$ cat config.mk
export PLATFORM = sky130hd
export DESIGN_NAME = param_logic_cluster
export DESIGN_NICKNAME = d
export VERILOG_FILES = /design/src/rtl/param_logic_cluster.sv
export SDC_FILE = /design/constraint.sdc
export NUM_CORES = 1
export LEC_CHECK = 0
export BUFFER_PORTS_ARGS = -buffer_cell sky130_fd_sc_hd__buf_2
export CAP_MARGIN = 20
export CORE_ASPECT_RATIO = 0.8
export CORE_MARGIN = 2
export CORE_UTILIZATION = 30
export CTS_CLUSTER_SIZE = 25
export DETAILED_ROUTE_END_ITERATION = 12
export SLEW_MARGIN = 20
export SYNTH_ARGS = -nofsm -noshare
export SYNTH_HDL_FRONTEND = slang
export SYNTH_SLANG_ARGS = --single-unit
$ cat constraint.sdc
create_clock -name QCK -period 6.4 [get_ports QCK]
set_input_delay 0.32 -clock QCK [delete_from_list [all_inputs] [get_ports QCK]]
set_output_delay 0.32 -clock QCK [all_outputs]
set_load 0.01 [all_outputs]
$ cat src/rtl/param_logic_cluster.sv
// rtl/param_logic_cluster.sv - NUM_LC-cell LUT/arith logic cluster with serial scan configuration
// Define SLC_SHADOW_CFG_EN to build a shadow config register committed by CFG_LOAD.
module param_logic_cluster #(
   parameter int NUM_LC = 8
) (
   input  logic                  QCK,
   input  logic                  QRTN,
   input  logic [4*NUM_LC-1:0]   LI,
   input  logic                  CI,
   input  logic                  QEN,
   input  logic                  QST,
   input  logic                  CFG_EN,
   input  logic                  CFG_DI,
   input  logic                  CFG_LOAD,
   output logic                  CFG_DO,
   output logic                  CFG_VLD,
   output logic [NUM_LC-1:0]     FZ,
   output logic [NUM_LC-1:0]     AQZ,
   output logic [NUM_LC-1:0]     BQZ,
   output logic [NUM_LC-1:0]     CQZ,
   output logic                  CO
);

   localparam int CFG_PER = 20;
   localparam int CFG_W   = NUM_LC * CFG_PER;
   localparam int CNT_W   = $clog2(CFG_W + 1);
   localparam logic [CNT_W-1:0] CNT_MAX = CNT_W'(CFG_W);

   logic [CFG_W-1:0]  shift_reg;
   logic [CFG_W-1:0]  cfg;
   logic [CNT_W-1:0]  cnt;
   logic [CNT_W-1:0]  cnt_nxt;
   logic              cfg_vld;

   logic [NUM_LC:0]   carry;
   logic [NUM_LC-1:0] fz;
   logic [NUM_LC-1:0] co;
   logic [NUM_LC-1:0] d;
   logic [NUM_LC-1:0] q;

   // The MSB of the chain is the last bit of the last cell, so the first bit shifted lands there.
   always_ff @(posedge QCK or negedge QRTN) begin
      if (!QRTN) begin
         shift_reg <= '0;
      end else if (CFG_EN) begin
         shift_reg <= {shift_reg[CFG_W-2:0], CFG_DI};
      end
   end

   always_comb begin
      cnt_nxt = cnt;
      if (CFG_EN && (cnt != CNT_MAX)) begin
         cnt_nxt = cnt + CNT_W'(1);
      end
   end

   always_ff @(posedge QCK or negedge QRTN) begin
      if (!QRTN) begin
         cnt     <= '0;
         cfg_vld <= 1'b0;
      end else begin
         cnt     <= cnt_nxt;
         cfg_vld <= (cnt_nxt == CNT_MAX);
      end
   end

   assign CFG_DO  = shift_reg[CFG_W-1];
   assign CFG_VLD = cfg_vld;

`ifdef SLC_SHADOW_CFG_EN
   logic [CFG_W-1:0] active_cfg;

   // Non-blocking capture means a load coincident with a shift commits the pre-shift contents.
   always_ff @(posedge QCK or negedge QRTN) begin
      if (!QRTN) begin
         active_cfg <= '0;
      end else if (CFG_LOAD) begin
         active_cfg <= shift_reg;
      end
   end

   assign cfg = active_cfg;
`else
   logic unused_cfg_load;

   assign unused_cfg_load = CFG_LOAD;
   assign cfg             = shift_reg;
`endif

   assign carry[0] = CI;

   for (genvar k = 0; k < NUM_LC; k++) begin : g_cell
      logic [CFG_PER-1:0] word;
      logic [15:0]        lut;
      logic [3:0]         li;
      logic               maj;

      assign word = cfg[CFG_PER*k +: CFG_PER];
      assign lut  = word[15:0];
      assign li   = LI[4*k +: 4];
      assign maj  = (li[0] & li[1]) | (li[0] & carry[k]) | (li[1] & carry[k]);

      // In LUT mode the carry simply ripples through the cell.
      assign fz[k]      = word[16] ? (li[0] ^ li[1] ^ carry[k]) : lut[li];
      assign co[k]      = word[16] ? maj : carry[k];
      assign carry[k+1] = co[k];
      assign d[k]       = word[17] ? li[3] : fz[k];
      assign BQZ[k]     = word[18] ? fz[k] : q[k];
      assign CQZ[k]     = word[19] ? co[k] : q[k];
   end

   // Config shifting freezes the user flops ahead of set and enable.
   always_ff @(posedge QCK or negedge QRTN) begin
      if (!QRTN) begin
         q <= '0;
      end else if (CFG_EN) begin
         q <= q;
      end else if (QST) begin
         q <= '1;
      end else if (QEN) begin
         q <= d;
      end
   end

   assign FZ  = fz;
   assign AQZ = q;
   assign CO  = carry[NUM_LC];

endmodule

==> metrics.cfg, run 1 <==
[outcome]
status=completed

[worst_setup_path]
cp_cell_sequence=nor2b_4 > or2_4 > fa_2 > nand2b_4 > o21a_4 > fa_2 > a21o_1 > fa_2 > nor2b_2 > o21ba_4 > fa_2 > nand2_2 > nand2_2 > fa_2 > a21oi_2 > nand2_2 > fa_2 > nor2_2 > a31o_1 > fa_1 > a22o_1 > nor2_1 > buf_2
crit_fanout=3
start_kind=register
path_common_cell=fa_2
critPathKind=register to output pin
r2r_cells=22
worstSetupEndpointType=output pin
worstPathRequired_ns=6.08
slowest_stage=fa_1
r2r-end=AQZ[7]$_DFFE_PN0P_
arrival_ns=5.94
r2r-start=cfg[16]$_DFFE_PN0P_
max_stage_delay_ns=0.44
rrSetupSlack_ns=0.90

[routing]
drcViolationCount=0
totalWireLength_mm=18.9
viasPerCell=4.86
detail-route-antenna-nets=0
vias=5482
first_pass_iters=4
avgRoutedWirePerCell_um=16.8
drtIter0Drc=288

[placement]
hpwl_mm=13.3
portBuffers=73
routabilityCongestion=0.740

[sta]
rsz0062_at_grt=true
whs_ns=0.117
tightestPinTransition_ns=0.964
fmax_mhz=160
hold_viol_final=0
slew_headroom=0.357
setup_violations=0
min_period_ns=6.26
clock-skew-final_ns=0.0142
maxSlewViolCount=0
min_period_over_period=0.977

[synth]
ys_types=44
synth.cell_area_um2=8950
seq_area_frac_synth=0.495
synthFlopType=dfrtp_1
synthArstFlopShare=1.00
yosys_warnings=0
ys_ff_latch=177
synthCells=667
avgSynthCellArea_um2=13.4
synth_nets=717
synth_edf_count=0

[clock_tree]
htree_levels=4
cts_sinks=177
cts.reportedPaths.clkPinSlew_ns=0.06
cts_buffer_depth=2
clkLatencyLatePin_ns=0.44
cts_made_buffers=17
cts_tree=yes
clock_tree.root_cell=clkbuf_16

[floorplan]
rows=56
core_um2=29400
die_h_um=158
die_area_um2=31200
start_util=0.305
dieWidth_um=197
pin_count=75

[power_and_ir_drop]
clock_power_share=0.317
power_leakage_nw=4.96
ir_drop_mv=0.179
p_switching_uw=979
switching_share=0.307
pwr-share-comb=0.232
finalPower_mw=3.19
p_seq_frac=0.451
intPower_mw=2.21
powerDensity_nw_per_um2=309

[cells_and_area]
diodes=0
drive_above_1_share=0.459
syn_to_final_growth_pct=15.5
num-nets-final=788
fillCellCount=2861
finish.utilization=0.352

[global_routing]
grt_pass1_wl_mm=30.6
grtUsageTotal=0.128
overflow=0
antenna_found_initial=0
grt_max_degree=70
first_global_vias=5440

[run]
drv_cap=0

[hold_path]
min_to=cfg[0]$_DFFE_PN0P_
min_path_type=primary input to register
min_path_cells=2
worstHoldStart=CFG_DI

==> cells by family (layout without fill, tap and decap cells) <==
group                    count (synthesis)  after routing  synth area share
buffers and inverters                   64            147            0.0350
flip-flops                             177            177             0.495
AND/OR/NAND/NOR                        101            101            0.0529
multiplexers                           227            227             0.324
XOR/XNOR                                 4              4           0.00391
AO/OA/AOI/OAI                           84             84            0.0685
adder cells (fa/ha/maj)                 10             10            0.0207
==> repair_timing <==
| action | 4_1_cts | 5_1_grt |
|---|---|---|
| setup endpoints to repair | 4 | 4 |
| endpoints found under the hold margin | 53 | 0 |
| hold buffers | 1 | 0 |
| resized for setup | 7 | 14 |
| buffers inserted | 1 | 3 |
| pin swaps | 2 | 11 |
==> final cells by class <==
cell class	count	area (µm²)	share of cell area
flip-flops and latches	177	4430	0.429
inverters	29	109	0.0105
clock inverters	12	128	0.0123
clock buffers	19	433	0.0419
well taps	377	472	0.0456
repair buffers	87	485	0.0470
multi-input cells	426	4280	0.414
==> worst max path at each step <==
| stage | startpoint | to | slack (ns) | cells after the start |
|---|---|---|---|---|
| CTS | cfg[16]$_DFFE_PN0P_ | BQZ[7] | 0.007 | 23 |
| detailed placement | CI | BQZ[7] | -0.01 | 26 |
| global route | cfg[16]$_DFFE_PN0P_ | FZ[7] | -0.12 | 23 |
| finish | cfg[16]$_DFFE_PN0P_ | FZ[7] | 0.14 | 23 |
| floorplan | LI[1] | BQZ[7] | 0.44 | 25 |
| global placement | CI | BQZ[7] | 0.11 | 26 |
==> per-layer routing <==
layer	vias to the layer above	global-route usage	part of all wire
li1	2613	-	-
met1	2784	0.189	0.52
met2	73	0.187	0.43
met3	12	0.0290	0.034
met4	0	0.0333	0.0099
met5	-	0	0
==> state kept, by name (all words and copies together), names as in the netlist <==
name,count
CFG_VLD,1
AQZ,8
cfg,160
cnt,8
==> cells in the mapped netlist, types with 4 or more instances <==
cell type | n | area, µm²
a211oi_1 | 9 | 67.6
a31oi_1 | 11 | 68.8
buf_2 | 16 | 80.1
buf_6 | 6 | 67.6
clkbuf_1 | 11 | 41.3
dfrtp_1 | 177 | 4430
fa_1 | 8 | 160
inv_1 | 29 | 109
mux2_1 | 9 | 101
mux2_2 | 169 | 1900
mux2_4 | 15 | 225
mux2i_1 | 10 | 100
mux4_1 | 8 | 210
mux4_2 | 16 | 360
nand2_1 | 22 | 82.6
nand2b_1 | 10 | 62.6
nor2_1 | 41 | 154
nor2b_1 | 4 | 25.0
nor3_1 | 5 | 25.0
o21ai_0 | 15 | 75.1
o21ai_1 | 7 | 35.0
o22ai_1 | 17 | 106
o41ai_2 | 7 | 114
or2_2 | 4 | 25.0
or3_1 | 8 | 50.1
xnor2_1 | 4 | 35.0
==> layout by cell type (no fill, tap or decap), drive strengths merged, types with 9 or more instances in the layout <==
| master | count |
|---|---|
| mux2i | 10 |
| nand2 | 22 |
| nor2 | 41 |
| buf | 86 |
| a31oi | 11 |
| mux4 | 24 |
| inv | 33 |
| a211oi | 9 |
| clkbuf | 19 |
| o21ai | 22 |
| mux2 | 193 |
| o22ai | 17 |
| dfrtp | 177 |
| nand2b | 10 |
==> worst max-delay path, delay by kind of cell, from the launching register on <==
family / cells / cell delay, ns
fa+ha+maj: 7 / 2.67
compound gates: 6 / 1.09
flops: 1 / 0.40
simple gates: 9 / 1.19
buf+inv: 1 / 0.14
==> stage by stage <==
stage / setup slack [ns] / TNS, ns / instances / instance area [µm²]
CTS: 0.00727 / 0 / 1124 / 10300
floorplan: 0.435 / 0 / 667 / 8950
finish: 0.145 / 0 / 1127 / 10300
global route: -0.120 / -0.253 / 1127 / 10300
detailed placement: -0.0144 / -0.0144 / 1091 / 9660
global placement: 0.106 / 0 / 1091 / 9660
==> power groups by stage <==
| stage | registers [mW] | logic, mW | clock network [mW] |
|---|---|---|---|
| 6_report | 1.44 | 0.741 | 1.01 |
| 5_1_grt | 1.47 | 0.822 | 1.09 |
| 4_1_cts | 1.44 | 0.726 | 1.04 |
| 3_5_place_dp | 1.46 | 0.717 | 0 |
| 3_3_place_gp | 1.45 | 0.706 | 0 |
| 2_1_floorplan | 1.41 | 0.489 | 0 |
Power figures use the tool's default switching activity.
==> run 2, diff against run 1 <==
--- a/config.mk
+++ b/config.mk
@@ -7,7 +7,7 @@
 export LEC_CHECK = 0
 export BUFFER_PORTS_ARGS = -buffer_cell sky130_fd_sc_hd__buf_2
 export CAP_MARGIN = 20
-export CORE_ASPECT_RATIO = 0.8
+export CORE_ASPECT_RATIO = 1.25
 export CORE_MARGIN = 2
 export CORE_UTILIZATION = 30
 export CTS_CLUSTER_SIZE = 25
==> metrics.cfg, run 2 (synthesis gave the netlist of run 1 again) <==
[cells_and_area]
layout_commonest_cell=dfrtp_1
ff_latch_area_um2=4430  ; unchanged
diodes=0  ; unchanged
stdcell_count=1152  ; +2.2%
largest_reg_flops=160  ; unchanged
drive_above_1_share=0.460  ; +0.00165
layout_common_cells=177 x dfrtp_1, 169 x mux2_2, 71 x buf_2
syn_to_final_growth_pct=16.7
multiInputGateArea_um2=4270  ; -0.18%
fillCellCount=2876  ; +0.52%
num-nets-final=794  ; +0.76%

[worst_setup_path]
worstPathRequired_ns=6.08  ; about the same
start_kind=register
arrival_ns=5.86  ; -0.08 ns
cp_cell_sequence=nor2b_4 > or2_4 > fa_2 > nand2b_4 > o21a_4 > fa_2 > a21o_1 > fa_2 > nor2b_4 > o21ba_4 > fa_2 > nand2_1 > nand2_1 > fa_2 > a21oi_2 > nand2_1 > fa_2 > nor2_2 > a31o_1 > fa_1 > a22o_1 > o22ai_2 > buf_2
slowest_stage=fa_1
crit_family=adder cells
max_stage_delay_ns=0.45  ; about the same
critPathKind=register to output pin
path_common_cell=fa_2
cp_num_buf_inv=1  ; unchanged
r2r-end=AQZ[7]$_DFFE_PN0P_
r2r_cells=22  ; unchanged
crit_fanout=3  ; unchanged
r2r-start=cfg[16]$_DFFE_PN0P_
rrSetupSlack_ns=1.00  ; +0.10 ns
worstSetupEndpointType=output pin

[sta]
clock-skew-final_ns=0.00981  ; -0.00437 ns
maxSlewViolCount=0  ; unchanged
rsz0062_at_grt=true
slew_headroom=0.308  ; -0.0497
setup_violations=0  ; unchanged
hold_viol_final=22  ; +22
tns_ns=0  ; unchanged
min_period_ns=6.18  ; -0.0793 ns
fmax_mhz=162  ; +1.3%
min_period_over_period=0.965  ; -0.0124
tightestPinTransition_ns=1.04  ; +0.0745 ns
whs_ns=-0.0260  ; -0.143 ns

[global_routing]
first_global_vias=5634  ; +3.6%
grt_max_degree=94  ; +34%
grt_pass1_wl_mm=30.5  ; -0.52%
antenna_found_initial=1  ; +1
grtUsageTotal=0.127  ; -0.000783
overflow=0  ; unchanged

[clock_tree]
clkLatencyLatePin_ns=0.43  ; about the same
cts_tree=yes
htree_levels=4  ; unchanged
cts_sinks=177  ; unchanged
cts.reportedPaths.clkPinSlew_ns=0.07  ; about the same
clock_tree.root_cell=clkbuf_16
cts_buffer_depth=2  ; unchanged
cts_made_buffers=17  ; unchanged
ctsHoldBuffers=0  ; -1

[run]
drv_cap=0  ; unchanged

[power_and_ir_drop]
power_leakage_nw=5.00  ; +0.77%
ir_drop_mv=0.188  ; +4.6%
powerDensity_nw_per_um2=312  ; +1.1%

[floorplan]
start_util=0.305  ; about the same
dieWidth_um=158  ; -20%
pin_count=75  ; unchanged
rows=70  ; +25%
die_h_um=197  ; +24%
die_area_um2=31200  ; unchanged
core_um2=29300  ; about the same

[placement]
routabilityCongestion=0.772  ; +4.4%
placed_cells=1111  ; +1.8%
portBuffers=73  ; unchanged
hpwl_mm=12.9  ; -3.7%

[routing]
avgRoutedWirePerCell_um=16.5  ; -2.0%
first_pass_iters=4  ; unchanged
totalWireLength_mm=19.0  ; +0.14%
vias=5619  ; +2.5%
drtIter0Drc=237  ; -18%
viasPerCell=4.88  ; +0.27%
detail-route-antenna-nets=0  ; unchanged
drcViolationCount=0  ; unchanged

[hold_path]
min_path_type=primary input to async pin

[outcome]
status=complete, but fails checks
violations=negative hold slack

==> run 2: cell types whose count changed in the layout (fill, tap and decap cells not counted), moves of 2 or more <==
| cell | delta |
|---|---|
| buf_4 | +6 |
| bufinv_16 | +2 |
| clkinv_4 | -4 |
| clkinvlp_4 | +4 |
| inv_6 | -2 |
| nand2_1 | +3 |
| nand2_2 | -3 |
==> run 2: what timing repair did <==
| action | 4_1_cts | 5_1_grt |
|---|---|---|
| gates resized for setup | 11 | 8 |
| endpoints found under the setup margin | 4 | 4 |
| setup buffers | 5 | 5 |
| pin swaps | 7 | 11 |
==> run 2: where the power goes <==
part / internal (mW) / switching [mW]
Combinational: 0.395 / 0.356
Sequential: 1.28 / 0.154
Clock: 0.624 / 0.448
==> run 2: area by class of cell <==
type | instances | share of cell area
Tap cell | 396 | 0.0475
Inverter | 29 | 0.0104
Clock inverter | 12 | 0.0152
Multi-Input combinational cell | 426 | 0.409
Sequential cell | 177 | 0.424
Clock buffer | 19 | 0.0424
Timing Repair Buffer | 93 | 0.0509
==> run 2: stage by stage <==
step,setup slack [ns],util,total power [mW],cell area (µm²)
after floorplan,0.435,-,1.90,8950
after global placement,0.145,0.330,2.16,9690
after detailed placement,-0.00543,0.330,2.18,9690
after CTS,0.0529,0.353,3.29,10400
after global routing,-0.0733,0.356,3.45,10400
final,0.224,0.356,3.26,10400
==> run 2: worst max-delay path by stage <==
stage | start | endpoint | slack [ns] | depth (start not counted)
global placement | CI | BQZ[7] | 0.14 | 26
global route | cfg[16]$_DFFE_PN0P_ | BQZ[7] | -0.07 | 26
floorplan | LI[1] | BQZ[7] | 0.44 | 25
detailed placement | CI | BQZ[7] | -0.005 | 26
finish | cfg[16]$_DFFE_PN0P_ | BQZ[7] | 0.22 | 23
CTS | cfg[16]$_DFFE_PN0P_ | BQZ[7] | 0.05 | 23
==> run 2: metal layers <==
metal,wire length (µm),track usage,up-vias
met5,11,0,-
met4,328,0.0390,2
met3,619,0.0303,23
met2,9610,0.209,78
met1,8400,0.165,2919
li1,-,-,2597
==> run 3, diff against run 2 <==
--- a/config.mk
+++ b/config.mk
@@ -12,6 +12,7 @@
 export CORE_UTILIZATION = 30
 export CTS_CLUSTER_SIZE = 25
 export DETAILED_ROUTE_END_ITERATION = 12
+export RECOVER_POWER = 100
 export SLEW_MARGIN = 20
 export SYNTH_ARGS = -nofsm -noshare
 export SYNTH_HDL_FRONTEND = slang
==> metrics.cfg, run 3 (synthesis gave the netlist of run 1 again) <==
[clock_tree]
clkLatencyLatePin_ns=0.43  ; about the same
cts_made_buffers=17  ; unchanged
clock_tree.root_cell=clkbuf_16
cts_buffer_depth=2  ; unchanged
ctsHoldBuffers=0  ; unchanged
cts.reportedPaths.clkPinSlew_ns=0.07  ; about the same
htree_levels=4  ; unchanged
cts_sinks=177  ; unchanged
cts_tree=yes

[run]
drv_cap=2  ; +2

[cells_and_area]
largest_reg_flops=160  ; unchanged
syn_to_final_growth_pct=16.2
num-nets-final=794  ; unchanged
stdcell_count=1152  ; unchanged
ff_latch_area_um2=4430  ; unchanged
diodes=0  ; unchanged
multiInputGateArea_um2=4270  ; -0.18%
layout_commonest_cell=dfrtp_1
fillCellCount=2885  ; +0.31%
layout_common_cells=177 x dfrtp_1, 169 x mux2_2, 57 x buf_2
drive_above_1_share=0.438  ; -0.0225

[global_routing]
met1_usage=0.165  ; unchanged
grt_pass1_wl_mm=30.5  ; unchanged
antenna_found_initial=1  ; unchanged
gr-usage-met3=0.0303  ; unchanged
grtUsageTotal=0.127  ; unchanged
grt.busiest_layer=met2
grt_max_degree=94  ; unchanged
grt_util_met2=0.209  ; unchanged
overflow=0  ; unchanged
first_global_vias=5634  ; unchanged

[placement]
routabilityCongestion=0.772  ; unchanged
placed_cells=1111  ; unchanged
portBuffers=73  ; unchanged
hpwl_mm=12.9  ; unchanged

[sta]
tns_ns=0  ; unchanged
slew_headroom=-2.39  ; -2.70
min_period_over_period=0.964  ; -0.00110
tightestPinTransition_ns=5.08  ; +4.04 ns
rsz0062_at_grt=true
maxSlewViolCount=185  ; +185
setup_violations=0  ; unchanged
min_period_ns=6.17  ; -0.00704 ns
hold_viol_final=0  ; -100%
clock-skew-final_ns=0.00908  ; -0.000737 ns
fmax_mhz=162  ; +0.11%

[routing]
avgRoutedWirePerCell_um=16.5  ; about the same
totalWireLength_mm=19.0  ; about the same
detail-route-antenna-nets=0  ; unchanged
viasPerCell=4.85  ; -0.59%
drcViolationCount=0  ; unchanged
vias=5586  ; -0.59%
first_pass_iters=4  ; unchanged
drtIter0Drc=251  ; +5.9%

[worst_setup_path]
start_kind=register
worstSetupEndpointType=output pin
critPathLaunch=cfg[16]$_DFFE_PN0P_
max_stage_delay_ns=0.44  ; about the same
path_common_cell=fa_2
cp_num_buf_inv=1  ; unchanged
cp_cell_sequence=nor2b_4 > or2_4 > fa_2 > nand2b_4 > o21a_4 > fa_2 > a21o_1 > fa_2 > nor2b_4 > o21ba_4 > fa_2 > nand2_1 > nand2_1 > fa_2 > a21oi_2 > nand2_1 > fa_2 > nor2_2 > a31o_1 > fa_1 > a22o_1 > o22ai_2 > buf_2
crit_family=adder cells
crit_fanout=3  ; unchanged
worstPathRequired_ns=6.08  ; about the same
arrival_ns=5.85  ; about the same
critPathKind=register to output pin
slowest_stage=fa_1
r2r-start=cfg[16]$_DFFE_PN0P_

[floorplan]
die_area_um2=31200  ; unchanged
rows=70  ; unchanged
core_um2=29300  ; unchanged
start_util=0.305  ; unchanged
dieWidth_um=158  ; unchanged
die_h_um=197  ; unchanged
pin_count=75  ; unchanged

[power_and_ir_drop]
switching_share=0.294  ; +0.000342
powerDensity_nw_per_um2=313  ; +0.24%
pwr-share-comb=0.229  ; -0.002
intPower_mw=2.30  ; -0.23%
clock_power_share=0.330  ; about the same
p_switching_uw=957  ; about the same
power_leakage_nw=4.95  ; -0.99%
finalPower_mw=3.25  ; -0.18%
p_seq_frac=0.441  ; about the same
ir_drop_mv=0.187  ; -0.30%

[hold_path]
min_path_type=primary input to register
worstHoldStart=CFG_DI

[outcome]
violations=max-capacitance violations, max-slew violations
status=complete, but fails checks

run 3: cell type report:
type                    count  share of cell area
flip-flops and latches    177               0.426
clock buffers              19              0.0426
multi-input cells         426               0.410
repair buffers             93              0.0477
clock inverters            12              0.0153
inverters                  29              0.0105
well taps                 396              0.0477
run 3: through the flow:
step	area (µm²)	util	setup slack (ns)	hold slack, ns
2_1_floorplan	8950	-	0.435	0.0244
3_3_place_gp	9690	0.330	0.145	0.475
3_5_place_dp	9690	0.330	-0.00543	0.483
4_1_cts	10400	0.353	0.0529	0.0111
5_1_grt	10400	0.354	-0.0733	0.108
6_report	10400	0.354	0.231	0.118
run 3: metal layers:
layer	vias up	routed length [µm]
met4	2	285
met1	2903	8390
met2	62	9650
li1	2598	-
met3	21	618
met5	-	11
run 3: path summary, 6_finish.rpt:
check,cells after the start,to,slack [ns]
setup / recovery,23,BQZ[7],0.23
hold / removal,2,cfg[0]$_DFFE_PN0P_,0.12
setup reg to reg,22,AQZ[7]$_DFFE_PN0P_,1.01
hold reg to reg,2,cfg[136]$_DFFE_PN0P_,0.50
max in group asynchronous,2,cfg[26]$_DFFE_PN0P_,1.23
min in group asynchronous,1,cfg[111]$_DFFE_PN0P_,1.73
run 3: repair_timing:
action,in CTS,in global routing
endpoints found under the hold margin,0,0
setup endpoints to repair,4,4
buffers inserted,5,5
resized for setup,11,8
pin swaps,7,11
run 3: power by group through the flow:
| stage | clock (mW) | sequential [mW] | combinational (mW) |
|---|---|---|---|
| finish | 1.07 | 1.43 | 0.746 |
| global route | 1.16 | 1.46 | 0.824 |
| global placement | 0 | 1.45 | 0.710 |
| CTS | 1.11 | 1.44 | 0.743 |
| floorplan | 0 | 1.41 | 0.489 |
| detailed placement | 0 | 1.46 | 0.718 |
